**src/rtl/logic16_defs.sv**
```systemverilog
// Shared definitions for the 16-bit logic stage: operand width, op encodings
// and the bitwise gate functions with their 4-way select.
package logic16_defs;

  localparam int unsigned WIDTH = 16;

  typedef enum logic [1:0] {
    OP_NOT  = 2'b00,
    OP_AND  = 2'b01,
    OP_OR   = 2'b10,
    OP_PASS = 2'b11
  } op_e;

  function automatic logic [WIDTH-1:0] not16(input logic [WIDTH-1:0] x);
    return ~x;
  endfunction

  function automatic logic [WIDTH-1:0] and16(input logic [WIDTH-1:0] x,
                                             input logic [WIDTH-1:0] y);
    return x & y;
  endfunction

  function automatic logic [WIDTH-1:0] or16(input logic [WIDTH-1:0] x,
                                            input logic [WIDTH-1:0] y);
    return x | y;
  endfunction

  function automatic logic [WIDTH-1:0] logic16_sel(input op_e o,
                                                   input logic [WIDTH-1:0] x,
                                                   input logic [WIDTH-1:0] y);
    logic [WIDTH-1:0] r;
    unique case (o)
      OP_NOT:  r = not16(x);
      OP_AND:  r = and16(x, y);
      OP_OR:   r = or16(x, y);
      OP_PASS: r = x;
      default: r = x;
    endcase
    return r;
  endfunction

endpackage

```
**src/rtl/fifo2_16.sv**
```systemverilog
// Two-entry FIFO with 1-bit wrapping pointers and an occupancy count.
// Reads show the head; when empty, the last popped word is held.
module fifo2_16
  import logic16_defs::*;
#(
  parameter int unsigned DW = 16
) (
  input  logic          clk,
  input  logic          rst_n,
  input  logic          wr_en,
  input  logic [DW-1:0] wr_data,
  input  logic          rd_en,
  output logic [DW-1:0] rd_data,
  output logic [1:0]    count
);

  logic [DW-1:0] mem [2];
  logic [DW-1:0] hold;
  logic          wptr;
  logic          rptr;
  logic          push;
  logic          pop;

  assign push = wr_en && (count != 2'd2);
  assign pop  = rd_en && (count != 2'd0);

  always_ff @(posedge clk or negedge rst_n) begin
    if (!rst_n) begin
      for (int unsigned i = 0; i < 2; i++) begin
        mem[i] <= '0;
      end
      hold  <= '0;
      wptr  <= 1'b0;
      rptr  <= 1'b0;
      count <= '0;
    end else begin
      if (push) begin
        mem[wptr] <= wr_data;
        wptr      <= ~wptr;
      end
      if (pop) begin
        hold <= mem[rptr];
        rptr <= ~rptr;
      end
      unique case ({push, pop})
        2'b10:   count <= count + 2'd1;
        2'b01:   count <= count - 2'd1;
        default: count <= count;
      endcase
    end
  end

  // After a pop the read pointer lands on a stale slot, so the empty case
  // presents the word that actually left last.
  assign rd_data = (count == 2'd0) ? hold : mem[rptr];

endmodule

```
**src/rtl/logic16_pipe.sv**
```systemverilog
// Registered, valid/ready-handshaked 16-bit bitwise op stage feeding a
// 2-entry result queue. Define LOGIC16_FLAGS_EN to add per-entry zr/ng flags.
module logic16_pipe
  import logic16_defs::*;
#(
  parameter int unsigned WIDTH = 16,
  parameter int unsigned DEPTH = 2
) (
  input  logic             clk,
  input  logic             rst_n,
  input  logic             in_valid,
  output logic             in_ready,
  input  logic [1:0]       op,
  input  logic [WIDTH-1:0] a,
  input  logic [WIDTH-1:0] b,
  output logic             out_valid,
  input  logic             out_ready,
  output logic [WIDTH-1:0] out_data,
`ifdef LOGIC16_FLAGS_EN
  output logic             zr,
  output logic             ng,
`endif
  output logic [1:0]       count
);

  localparam logic [1:0] FULL = 2'(DEPTH);

  logic [WIDTH-1:0] result;
  logic             accept;
  logic             pop;

  assign in_ready  = (count != FULL);
  assign out_valid = (count != 2'd0);
  assign accept    = in_valid && in_ready;
  assign pop       = out_valid && out_ready;
  assign result    = logic16_sel(op_e'(op), a, b);

`ifdef LOGIC16_FLAGS_EN
  localparam int unsigned DW = WIDTH + 2;
  logic [DW-1:0] wr_word;
  logic [DW-1:0] rd_word;

  // Flags travel with each entry so they always match the data they describe.
  assign wr_word  = {(result == '0), result[WIDTH-1], result};
  assign zr       = rd_word[WIDTH+1];
  assign ng       = rd_word[WIDTH];
  assign out_data = rd_word[WIDTH-1:0];
`else
  localparam int unsigned DW = WIDTH;
  logic [DW-1:0] wr_word;
  logic [DW-1:0] rd_word;

  assign wr_word  = result;
  assign out_data = rd_word;
`endif

  fifo2_16 #(
    .DW (DW)
  ) u_fifo (
    .clk     (clk),
    .rst_n   (rst_n),
    .wr_en   (accept),
    .wr_data (wr_word),
    .rd_en   (pop),
    .rd_data (rd_word),
    .count   (count)
  );

endmodule
```
**config.mk**
```make
export PLATFORM = sky130hd
export DESIGN_NAME = logic16_pipe
export DESIGN_NICKNAME = d
export VERILOG_FILES = /design/src/rtl/logic16_defs.sv /design/src/rtl/fifo2_16.sv /design/src/rtl/logic16_pipe.sv
export SDC_FILE = /design/constraint.sdc
export NUM_CORES = 1
export LEC_CHECK = 0
export ABC_AREA = 1
export CAP_MARGIN = 25
export CELL_PAD_IN_SITES_DETAIL_PLACEMENT = 1
export CELL_PAD_IN_SITES_GLOBAL_PLACEMENT = 1
export CORE_ASPECT_RATIO = 0.9
export CORE_MARGIN = 3
export CORE_UTILIZATION = 36
export DETAILED_ROUTE_END_ITERATION = 8
export PLACE_DENSITY_LB_ADDON = 0.3
export SKIP_LAST_GASP = 1
export SYNTH_ARGS = -nofsm -noshare
export SYNTH_HDL_FRONTEND = slang
export SYNTH_SLANG_ARGS = --single-unit
```
**constraint.sdc**
```tcl
create_clock -name clk -period 2.4 [get_ports clk]
set_clock_uncertainty 0.15 [all_clocks]
set_input_delay 0.36 -clock clk [delete_from_list [all_inputs] [get_ports clk]]
set_output_delay 0.36 -clock clk [all_outputs]
set_load 0.05 [all_outputs]
```
==> results.md <==
- Run status: finished clean
- Detailed Route Iter0 Violations: 116
- Synth Area in Compound Gates: 5.39%
- Slowest cell on the critical path: sky130_fd_sc_hd__clkdlybuf4s50_1
- Seq. cell area: 1300 sq um
- Final Hold Viols: 0
- PortBufs: 57
- Critical Path Source Type: flip-flop
- Multi-input logic area: around 1400 sq um
- Number of clock buffers inserted by TritonCTS: 5
- Cell count after synthesis: 449
- Buffers and inverters on the worst path: 2
- Combinational family with the most area after synthesis: simple AND/OR/NAND/NOR gates
- Sequential cell area fraction in the yosys report: 43.8%
- Fmax: 443 MHz
- Number of vias per cell after detailed routing: 4.79
- Number of distinct standard cells referenced by the synthesized netlist: 22
- Net switching power: between 2 and 3 mW
- Number of placed instances, taps included: 588
- Total nets after synthesis: a little under 500
- Setup repair after global routing missed its margin: false
- Share of the synthesized area in the top cell type: 43.8%
- CTS clock-pin slew for the worst setup and hold paths: 0.09 ns
- Largest voltage drop on the vdd net: between 600 and 700 uV
- Leading cell types by total area after synthesis: sky130_fd_sc_hd__dfrtp_1 (44%), sky130_fd_sc_hd__nand2_1 (35%), sky130_fd_sc_hd__o21ai_0 (4.7%), sky130_fd_sc_hd__inv_1 (4.3%), sky130_fd_sc_hd__nor2_1 (2.0%)
- Drc violations: 0
- Max-capacitance violation count: 0
- Post-DP HPWL: between 5000 and 6000 microns
- Via count of the first global-routing pass: 2958
- Average wire per standard cell: 13.1 microns
- Core Area: 7770 sq um
- Chip height: 92.2 microns
- Max-slew violations: 0
- DR pass1 iterations: 4
- Crit path kind: flip-flop to output pin
- Pin count of the biggest net entering global routing: 35
- Setup violations, final: 0
- GRT Total Usage: between 10% and 20%
- Power density relative to cell area: 1440 nW/um^2
- Synth Cell Area: 2970 sq um
- Worst min-delay path class: flip-flop to flip-flop
- Tightest hold margin: 0.337 ns
- Filler Cells Inserted: 1000
- Area growth from synthesis to layout: 29.7%
- Total wirelength of the detailed-routed design: just under 8000 microns
- Total overflow reported by the global router: 0
- Clock tree root driver cell: sky130_fd_sc_hd__clkbuf_8
- Fraction of power spent switching nets: 47.7%
- Total design power: 5.56 mW
- Number of standard-cell rows in the floorplan: 30
- CP max FO: 5
- Post-route minimum period: 2.26 ns
- Slew of the pin with the lowest slew margin: 0.617 ns
- Data required, critical path: 1.89 ns
- Number of warning messages in the yosys log: 0
- Starting utilization of the core area: 38.3%
- Delay-heaviest family, CP: buffers and inverters
- Nature of the critical path endpoint: output pin
- Xor/xnor cell area share of the yosys netlist: 0.589%
- Number of synthesized register bits: 52
- Skew-Pair Late Insertion Delay: 0.31 ns
- Yosys top cell by area: sky130_fd_sc_hd__dfrtp_1
- Post-route antenna net violation count: 0
- Die X-Extent: 102 microns
- Number of I/O pins: 58
- Relative max-transition margin: 58.9%
- Clock group share of total power: a little over a tenth
- Cell area after layout: 3850 sq um
- H-tree level count: 2
- Die area: roughly 9400 sq um
- Fraction of layout cells with a size suffix above 1: 8.78%
- Portion of total power attributed to sequential cells: between 20% and 30%
- Longest individual stage delay on the worst path: 0.81 ns
- Internal power of the cells: 2.91 mW
- Final Instance Count excl. Fillers: 597
- Clock tree from TritonCTS: done
- Part of the cycle the worst path needs: 94.0%
- Critical Path, Cell by Cell: inv_2 > nand2_4 > clkdlybuf4s50_1
- Post-Synthesis Mean Instance Area: between 6 and 7 sq um
- Simple-gate share of the synthesized area: 39.9%
- Global-route wire length before repair: 13500 microns
- Leakage power of the design: 2.07 nW
- Net count, final: 539
- Cell area reported after detailed placement: 3740 sq um
- Final cell utilization of the core: 49.6%
- Arithmetic-cell share of the synthesized area counting full adders, half adders and majority gates: 0.421%
- Clock tree sinks: 52
- Maximum clock path buffer count: 2
- CP arrival: 1.75 ns
- Fraction of power consumed by combinational cells: a little over three fifths
- Final Wtd Congestion: 0.716
- Mux share of post-synthesis cell area: 0%
- Vias: about 2900
- Initial antenna violation count: 0
- Number of inserted diodes: 0
[registers in the layout (all words and copies together) (netlist names)]
signal and cells:
u_fifo.count 2, u_fifo.wptr 1, u_fifo.mem 32, u_fifo.rptr 1
u_fifo.hold 16
[logic make-up after synthesis]
logic type	count (synthesis)
compound gates	32
xor+xnor	2
fa+ha+maj	1
buf+inv	60
flops	52
simple gates	302
[metrics by stage]
step	worst slack, ns	setup TNS [ns]
after floorplan	-0.209	-3.11
after global placement	0.489	0
after detailed placement	0.367	0
after CTS	0.126	0
after global routing	0.0527	0
final	0.145	0
[final cells by class]
cell class              instances  area share, %
multi-input cells             337           35.8
flip-flops and latches         52           33.8
repair buffers                 63           20.3
inverters                      41           4.25
well taps                      96           3.12
clock buffers                   6           1.88
clock inverters                 2          0.909
[timing repair]
action / CTS / global route
gates resized for setup: 0 / 0
buffers inserted: 0 / 0
hold buffers: 1 / 0
endpoints found under the hold margin: 24 / 0
[worst reg2reg max path, cell delays in order, from the launching register on]
cell                      delay [ns]
sky130_fd_sc_hd__dfrtp_1        0.45
sky130_fd_sc_hd__inv_2          0.12
sky130_fd_sc_hd__nand2_4        0.20
sky130_fd_sc_hd__nand2_2        0.17
sky130_fd_sc_hd__inv_2          0.04
sky130_fd_sc_hd__ha_1           0.20
sky130_fd_sc_hd__or2_2          0.30
sky130_fd_sc_hd__nand4_1        0.10
sky130_fd_sc_hd__nand2_1        0.06
[synth_stat cells]
cell type,n
sky130_fd_sc_hd__nand2_1,278
sky130_fd_sc_hd__dfrtp_1,52
sky130_fd_sc_hd__inv_1,34
sky130_fd_sc_hd__o21ai_0,28
sky130_fd_sc_hd__nor2_1,16
sky130_fd_sc_hd__buf_2,10
sky130_fd_sc_hd__inv_2,5
sky130_fd_sc_hd__buf_4,4
sky130_fd_sc_hd__o21ai_1,4
sky130_fd_sc_hd__buf_6,3
sky130_fd_sc_hd__clkinv_4,2
sky130_fd_sc_hd__nand2_4,2
sky130_fd_sc_hd__nand3_4,2
sky130_fd_sc_hd__buf_8,1
sky130_fd_sc_hd__clkbuf_1,1
sky130_fd_sc_hd__ha_1,1
sky130_fd_sc_hd__nand2_2,1
sky130_fd_sc_hd__nand3_1,1
sky130_fd_sc_hd__nand4_1,1
sky130_fd_sc_hd__or2_2,1
sky130_fd_sc_hd__xnor2_1,1
sky130_fd_sc_hd__xor2_1,1
[cells in the final DEF (no fill, tap or decap), drive strengths merged]
master,n
buf,23
bufinv,1
clkbuf,6
clkdlybuf4s50,39
clkinv,3
dfrtp,52
dlygate4sd3,1
ha,1
inv,39
nand2,281
nand3,3
nand4,1
nor2,16
o21ai,32
or2,1
xnor2,1
xor2,1
[routing by layer]
metal	track usage, %	vias to the layer above	routed length [microns]
met1	24.0	1365	3820
li1	-	1435	-
met4	3.54	0	36
met2	30.0	56	3720
met3	2.51	4	271
met5	0	-	0
[power groups by stage]
stage | sequential [mW] | clock [mW] | combinational, mW
floorplan | 1.48 | 0 | 2.10
global placement | 1.46 | 0 | 3.42
detailed placement | 1.48 | 0 | 3.52
CTS | 1.47 | 0.618 | 3.54
global route | 1.51 | 0.650 | 3.81
finish | 1.46 | 0.601 | 3.50
[worst paths after layout]
check                                     start              end  slack, ns  cells past startpoint
worst max register to register  u_fifo.count[1]  u_fifo.count[1]       0.50                      8
worst min-delay path             u_fifo.mem[31]   u_fifo.mem[31]       0.34                      2
max in group asynchronous                 rst_n   u_fifo.hold[0]       1.09                      3
worst max-delay path            u_fifo.count[0]         in_ready       0.14                      3
worst min register to register   u_fifo.mem[31]   u_fifo.mem[31]       0.34                      2
min in group asynchronous                 rst_n   u_fifo.hold[1]       0.45                      2
No activity file was read; power rests on OpenSTA's default activity.
